**src/rtl/ioctl_dl_router.sv**
```systemverilog
// Routes ioctl download streams: ROM bytes to dl_* write port, DIP bank and mod byte to registers.
// Optional ROM checksum on dl_sum when IOCTL_DL_CHECKSUM_EN is defined.
module ioctl_dl_router #(
  parameter logic [16:0] ROM_SIZE    = 17'd81920,
  parameter int unsigned HOLD_CYCLES = 16,
  parameter logic [63:0] DIP_DEFAULT = 64'h0
) (
  input  logic        clk_sys,
  input  logic        reset_n,
  input  logic        ioctl_download,
  input  logic [7:0]  ioctl_index,
  input  logic        ioctl_wr,
  input  logic [24:0] ioctl_addr,
  input  logic [7:0]  ioctl_dout,
  output logic [16:0] dl_addr,
  output logic [7:0]  dl_data,
  output logic        dl_wr,
  output logic [63:0] sw_bank,
  output logic [7:0]  mod,
  output logic        rom_download,
  output logic        core_reset,
  output logic        dl_done,
  output logic [16:0] dl_bytes,
  output logic        dl_overflow,
  output logic [7:0]  dl_sum
);

  localparam logic [7:0] HoldLast = 8'(HOLD_CYCLES - 1);

  typedef enum logic [1:0] {StIdle, StLoad, StHold} state_e;

  state_e     state;
  logic [7:0] hold_cnt;
  logic       from_load;  // HOLD was entered from LOAD, so its expiry reports dl_done

  logic start_dl, load_entry, rom_wr, rom_ok, rom_accept;

  always_comb begin
    start_dl   = ioctl_download && (ioctl_index == 8'd0);
    load_entry = start_dl && (state != StLoad);
    rom_wr     = ioctl_wr && (state == StLoad) && (ioctl_index == 8'd0);
    rom_ok     = ioctl_addr < {8'd0, ROM_SIZE};
    rom_accept = rom_wr && rom_ok;
  end

  assign rom_download = (state == StLoad);
  assign core_reset   = (state != StIdle);

  always_ff @(posedge clk_sys or negedge reset_n) begin
    if (!reset_n) begin
      state       <= StHold;
      hold_cnt    <= 8'd0;
      from_load   <= 1'b0;
      dl_done     <= 1'b0;
      dl_bytes    <= 17'd0;
      dl_overflow <= 1'b0;
    end else begin
      dl_done <= 1'b0;
      unique case (state)
        StIdle: begin
          if (start_dl) begin
            state       <= StLoad;
            dl_bytes    <= 17'd0;
            dl_overflow <= 1'b0;
          end
        end
        StLoad: begin
          if (!ioctl_download) begin
            state     <= StHold;
            hold_cnt  <= 8'd0;
            from_load <= 1'b1;
          end
          if (rom_wr) begin
            if (!rom_ok) begin
              dl_overflow <= 1'b1;
            end else if (dl_bytes != 17'h1FFFF) begin
              dl_bytes <= dl_bytes + 17'd1;
            end
          end
        end
        StHold: begin
          // A restart wins over expiry and suppresses the pending dl_done.
          if (start_dl) begin
            state       <= StLoad;
            dl_bytes    <= 17'd0;
            dl_overflow <= 1'b0;
          end else if (hold_cnt == HoldLast) begin
            state     <= StIdle;
            dl_done   <= from_load;
            from_load <= 1'b0;
          end else begin
            hold_cnt <= hold_cnt + 8'd1;
          end
        end
        default: state <= StIdle;
      endcase
    end
  end

  always_ff @(posedge clk_sys or negedge reset_n) begin
    if (!reset_n) begin
      dl_wr   <= 1'b0;
      dl_addr <= 17'd0;
      dl_data <= 8'd0;
    end else begin
      dl_wr <= rom_accept;
      if (rom_accept) begin
        dl_addr <= ioctl_addr[16:0];
        dl_data <= ioctl_dout;
      end
    end
  end

  always_ff @(posedge clk_sys or negedge reset_n) begin
    if (!reset_n) begin
      sw_bank <= DIP_DEFAULT;
      mod     <= 8'd0;
    end else if (ioctl_wr) begin
      if ((ioctl_index == 8'd254) && (ioctl_addr[24:3] == 22'd0)) begin
        sw_bank[{ioctl_addr[2:0], 3'b000} +: 8] <= ioctl_dout;
      end
      if (ioctl_index == 8'd1) begin
        mod <= ioctl_dout;
      end
    end
  end

`ifdef IOCTL_DL_CHECKSUM_EN
  logic [7:0] sum_q;

  always_ff @(posedge clk_sys or negedge reset_n) begin
    if (!reset_n) begin
      sum_q <= 8'd0;
    end else if (load_entry) begin
      sum_q <= 8'd0;
    end else if (rom_accept) begin
      sum_q <= sum_q + ioctl_dout;
    end
  end

  assign dl_sum = sum_q;
`else
  assign dl_sum = 8'h00;
`endif

endmodule

```
**config.mk**
```make
export PLATFORM = sky130hd
export DESIGN_NAME = ioctl_dl_router
export DESIGN_NICKNAME = d
export VERILOG_FILES = /design/src/rtl/ioctl_dl_router.sv
export SDC_FILE = /design/constraint.sdc
export NUM_CORES = 1
export LEC_CHECK = 0
export ABC_AREA = 0
export ABC_CLOCK_PERIOD_IN_PS = 2250
export BUFFER_PORTS_ARGS = -buffer_cell sky130_fd_sc_hd__buf_2
export CAP_MARGIN = 5
export CELL_PAD_IN_SITES_DETAIL_PLACEMENT = 1
export CELL_PAD_IN_SITES_GLOBAL_PLACEMENT = 2
export CORE_ASPECT_RATIO = 1.75
export CORE_MARGIN = 8
export CORE_UTILIZATION = 29
export DETAILED_ROUTE_END_ITERATION = 10
export GPL_TIMING_DRIVEN = 0
export HOLD_SLACK_MARGIN = 0.02
export PLACE_DENSITY_LB_ADDON = 0.1
export SLEW_MARGIN = 10
export SYNTH_ARGS = -nofsm -noshare
export SYNTH_HDL_FRONTEND = slang
export SYNTH_SLANG_ARGS = --single-unit
export TNS_END_PERCENT = 30
```
**constraint.sdc**
```tcl
create_clock -name clk_sys -period 2.25 [get_ports clk_sys]
set_input_delay 0.675 -clock clk_sys [delete_from_list [all_inputs] [get_ports clk_sys]]
set_output_delay 0.675 -clock clk_sys [all_outputs]
set_load 0.02 [all_outputs]
```
# Yosys cells after proc, flatten, opt, wreduce, memory -nomap -nowiden
# Cells that the tools add are included.
[totals] ff_bits=128
[op_classes] eq_ne=17 n_shift=2 addsub=3 mux=26 reduce_logical=19 magnitude_cmp=1
[ops] operator="$mux W17" n=4
[ops] operator="$bwmux W64" n=1
[ops] operator="$shift A8 B8 Y64 const A" n=1
[ops] operator="$shiftx A8 B8 Y64" n=1
[ops] operator="$pmux W17 S2" n=1
[ops] operator="$lt A25 B17 Y1 const B" n=1
[ops] operator="$mux W8" n=3
[ops] operator="$logic_not A22 Y1" n=1
[ops] operator="$add A17 B1 Y17 const B" n=1
[ops] operator="$ne A17 B17 Y1 const B" n=1
[ops] operator="$pmux W8 S2" n=1
[ops] operator="$ne A2 B2 Y1 const B" n=6
[ops] operator="$reduce_and A4 Y1" n=3
[ops] operator="$mux W1" n=9
[ops] operator="$add A8 B1 Y8 const B" n=1
[ops] operator="$eq A8 B1 Y1 const B" n=1
[ops] operator="$eq A8 B4 Y1 const B" n=1
[ops] operator="$eq A8 B8 Y1 const B" n=1
[ops] operator="$logic_not A8 Y1" n=1
[ops] operator="$mux W2" n=4
[ops] operator="$ne A2 B1 Y1 const B" n=4
[ops] operator="$neg A6 Y8" n=1
[ops] operator="$pmux W2 S3" n=1
[ops] operator="$reduce_bool A2 Y1" n=3
[ops] operator="other kinds (10)" n=16

# Depth between registers and ports, before layout
[logic_depth] ltp_word=5 mapped_depth=11

# Least setup slack after synthesis
# OpenSTA, ideal clock, no wires.
[synth_timing] kind="flip-flop to flip-flop" from="reg dl_bytes[3]" to="reg dl_bytes[14]" synth_period_minus_slack_ns=2.443 setup_time_ns=0.078 path_stages_with_launch=12 arrival_time_ns=2.365 n_path_buf=1 path_slack_ns=-0.193 path_cell_list="dfrtp_1 and4_1 and2_1 nand3_1 nor3_1 ha_1 inv_1 a41oi_1 or2_1 buf_2 or4_1 a21oi_1"
[synth_via] elab_chain_len=5 word_cells_on_any_way=8 cone_classes="add/sub (1); eq/ne (2); mux (4); reduce/logical (1)"
[synth_lines] item="start, declared" line="23" source="output logic [16:0] dl_bytes,"
[synth_lines] item="start signal, assigned" line="77" source="dl_bytes <= dl_bytes + 17'd1;"
[synth_lines] item="$add A17 B1 Y17" line="77"
[synth_lines] item="$mux W17" line="76" source="end else if (dl_bytes != 17'h1FFFF) begin"
[synth_lines] item="$mux W17" line="74" source="if (!rom_ok) begin"
[synth_lines] item="$mux W17" line="73" source="if (rom_wr) begin"
[synth_lines] item="$pmux W17 S2" line="59" source="unique case (state)"
# Parallel ways exist; a longest one is shown, timed or not. The select of a mux whose other input is x is not followed.
# A chain may end at the register's enable or synchronous reset.

# Worst setup path after layout
[layout_timing] from="reg dl_bytes[5]" to="reg dl_bytes[15]"
# The elaborated chain is that of the path after synthesis.

==> impl_metrics.env <==
export IMPL_status="finished with violations"
export IMPL_violations="setup timing"
export IMPL_yosys_register_bits=128
export IMPL_track_usage_pct=15.8
export IMPL_clock_skew_ps=6.95
export IMPL_seq_area_frac_synth_pct=57.1
export IMPL_report_final_slew_viol_count=0
export IMPL_cts_made_buffers=17
export IMPL_area_growth_pct=38.4
export IMPL_antenna_found_initial=0
export IMPL_setup_viol=1
export IMPL_async_flop_share_pct=100
export IMPL_port_buffers=163
export IMPL_hold_viol=0
export IMPL_clock_latency_ps=410
export IMPL_vias=4527
export IMPL_synthMuxAreaShare_pct=13.5
export IMPL_cp_arrival_ps=2590
export IMPL_worst_slew_pin_transition_ps=669
export IMPL_grt_pass1_wl_mm=29.1
export IMPL_yosys_top_cells_area="dfrtp_1 (57%), mux2_2 (11%), nand2_1 (4.3%), o21ai_0 (3.5%), xnor2_1 (2.0%)"
export IMPL_p_total_uw=5830
export IMPL_synth_edf_count=0
export IMPL_period_share_pct=100
export IMPL_synth_cell_types=52
export IMPL_die_area_um2=24200
export IMPL_synth_top_cell_by_area="dfrtp_1"
export IMPL_crit_reg2reg_capture="dl_bytes[15]$_DFFE_PN0P_"
export IMPL_grt_pass1_vias=5043
export IMPL_vias_per_cell=4.82
export IMPL_synth_adder_area_share_pct=1.11
export IMPL_finalWirelength_mm=18.6
export IMPL_coreArea_um2=19000
export IMPL_yosys_warnings=0
export IMPL_post_route_min_period_ps=2250
export IMPL_ios=172
export IMPL_grt_start_max_net_pins=88
export IMPL_slowest_delay_ps=470
export IMPL_nets=734
export IMPL_worst_path_max_fanout=4
export IMPL_cp_end_kind="register"
export IMPL_cpMaxStageDelayCell="or4b_4"
export IMPL_cts_hold_buf=0
export IMPL_rrSetupSlack_ps=-4
export IMPL_dp_hpwl_mm=13.8
export IMPL_routedWlPerCell_um=19.8
export IMPL_final_antenna_net_count=0
export IMPL_power_leakage_uw=0.00404
export IMPL_setup_ws_ps=-4.48
export IMPL_wl_met3_um=938
export IMPL_rsz0062_at_grt="true"
export IMPL_die_w_um=121
export IMPL_synth_compound_area_share_pct=5.33
export IMPL_worstSetupPathType="register to register"
export IMPL_worst_r2r_path_depth=11
export IMPL_hold_path_class="primary input to asynchronous set/reset pin"
export IMPL_synth_flop_cell="dfrtp_1"
export IMPL_syn_inst=475
export IMPL_syn_area_per_cell_um2=11.8
export IMPL_chipHeight_um=200
export IMPL_cts_max_level=4
export IMPL_dr_pass1_iters=4
export IMPL_required_ps=2590
export IMPL_fin_util_pct=40.8
export IMPL_maxSlewHeadroom_pct=55.3
export IMPL_rows=67
export IMPL_drt_met1_wl_mm=7.05
export IMPL_drt_initial_drc_count=190
export IMPL_path_clk_slew_ps=60
export IMPL_max_vdd_ir_drop_mv=0.386
export IMPL_path_cells="and4_4 -> and2_4 -> nand3_2 -> nor3_2 -> ha_2 -> inv_2 -> a41oi_4 -> buf_6 -> nor3_4 -> or4b_4 -> a21oi_1"
export IMPL_cts_sinks=128
export IMPL_power_density_nw_per_um2=751
export IMPL_start_kind="register"
export IMPL_synth_simple_area_share_pct=17.5
export IMPL_synth_xor_area_share_pct=2.81
export IMPL_gr_total_overflow=0
export IMPL_reg2reg_from="dl_bytes[5]$_DFFE_PN0P_"
export IMPL_start_util_pct=29.5
export IMPL_cts_max_path_buffers=2
export IMPL_yosys_area_top_type_share_pct=56.6
export IMPL_syn_area_um2=5610
export IMPL_tritoncts="built"
export IMPL_route_met2_wl_mm=10.2
export IMPL_drc=0
export IMPL_fmax_mhz=444
export IMPL_cts_root_buf="clkbuf_16"
export IMPL_synth_top_family_by_area="simple AND/OR/NAND/NOR gates"
export IMPL_top_layer_used="met4"
export IMPL_drive_gt1_share_pct=48.1
export IMPL_place_gp_congestion=0.769
export IMPL_cap_violations=0
==> worst max-delay path by stage <==
stage / start / to / slack, ps
after global placement: reset_n / dl_bytes[3]$_DFFE_PN0P_ / -1470
after global routing: dl_bytes[5]$_DFFE_PN0P_ / dl_bytes[15]$_DFFE_PN0P_ / -70
after floorplan: ioctl_addr[19] / sw_bank[48]$_DFFE_PN0P_ / -60
final: dl_bytes[5]$_DFFE_PN0P_ / dl_bytes[15]$_DFFE_PN0P_ / -4
after detailed placement: ioctl_index[0] / sw_bank[36]$_DFFE_PN0P_ / -770
after CTS: ioctl_addr[0] / sw_bank[36]$_DFFE_PN0P_ / -40
==> timing repair <==
action,in CTS,in global routing
endpoints found under the setup margin,81,93
resized for setup,19,21
cloned,0,0
setup buffers,8,12
pin swaps,5,12
==> layer usage <==
layer | GRT usage [%] | up-vias
li1 | - | 2093
met1 | 16.8 | 2292
met2 | 28.7 | 124
met3 | 4.28 | 18
met4 | 6.75 | 0
met5 | 0 | -
==> through the flow <==
step / cells / area (um2) / hold WS, ps / setup WS [ps] / TNS, ps
2_1_floorplan: 482 / 5700 / 379 / -56.8 / -1020
3_3_place_gp: 886 / 6820 / 454 / -1470 / -214490
3_5_place_dp: 887 / 6850 / 465 / -766 / -53070
4_1_cts: 926 / 7600 / 179 / -37.8 / -303
5_1_grt: 938 / 7770 / 188 / -74.0 / -426
6_report: 939 / 7770 / 183 / -4.48 / -4.48
==> layout by cell type, fill, tap and decap left out, drive strengths merged, types with 3 or more instances in the layout <==
master	count
nor4b	7
and3	6
nand4b	3
clkinv	5
ha	5
nor3	8
nor2	28
nand2	64
nor4	12
clkbuf	26
nand4	8
bufinv	3
buf	200
nand2b	3
o21ai	39
conb	8
a21oi	6
dfrtp	127
inv	5
xor2	5
mux2	65
nand3	15
and4	5
o211ai	3
xnor2	13
==> power by group <==
group / internal (uW) / switching [uW]
Sequential: 2390 / 93.8
Combinational: 190 / 306
Clock: 1830 / 1030
Total: 4400 / 1430
==> cell usage after synthesis, types with 2 or more instances <==
cell and count:
buf_4 9, dfrtp_1 127, nor2_1 27, a21o_1 2
mux2_4 7, xor2_1 5, or4_1 2, nor3_1 6
xnor2_1 13, o21ai_0 39, nor3b_1 2, nor4_4 2
and3_1 6, clkbuf_1 6, a21oi_1 6, nor2b_1 2
nor4_2 2, nand2b_1 3, ha_1 5, buf_2 4
and4_1 5, nor4_1 8, nand4_1 8, nor4bb_1 2
nand2_1 64, nand3b_1 2, and2_1 2, inv_1 5
o211ai_1 2, nand4b_1 3, and4b_1 2, nand3_1 15
nor4b_1 7, mux2_2 57
==> state kept, by name (all words and copies together) (netlist names) <==
| register | count |
|---|---|
| dl_bytes | 17 |
| sw_bank | 64 |
| dl_wr | 1 |
| from_load | 1 |
| state | 2 |
| dl_done | 1 |
| mod | 8 |
| dl_data | 8 |
| hold_cnt | 8 |
| dl_addr | 17 |
| dl_overflow | 1 |
==> area by class of cell <==
class	count	area [um2]
Fill cell	2152	11300
Sequential cell	128	3210
Multi-Input combinational cell	328	2460
Timing Repair Buffer	184	1020
Clock buffer	22	474
Tap cell	241	302
Buffer	20	154
Clock inverter	10	134
Inverter	5	18.8
Antenna cell	1	2.50
==> logic make-up (layout without fill, tap and decap cells) <==
family,count (synthesis),in the layout
compound gates,54,54
xor+xnor,18,18
fa+ha+maj,5,5
buf+inv,26,241
flops,128,128
mux,65,65
other cells,1,9
simple gates,178,178
==> worst max-delay path: cells and delay by family, from the launching register on <==
| family | cells | cell delay (ps) |
|---|---|---|
| AO/OA/AOI/OAI | 2 | 280 |
| buffers and inverters | 2 | 230 |
| flip-flops | 1 | 410 |
| AND/OR/NAND/NOR | 6 | 1080 |
| adder cells (fa/ha/maj) | 1 | 170 |
Power figures use the tool's default switching activity.
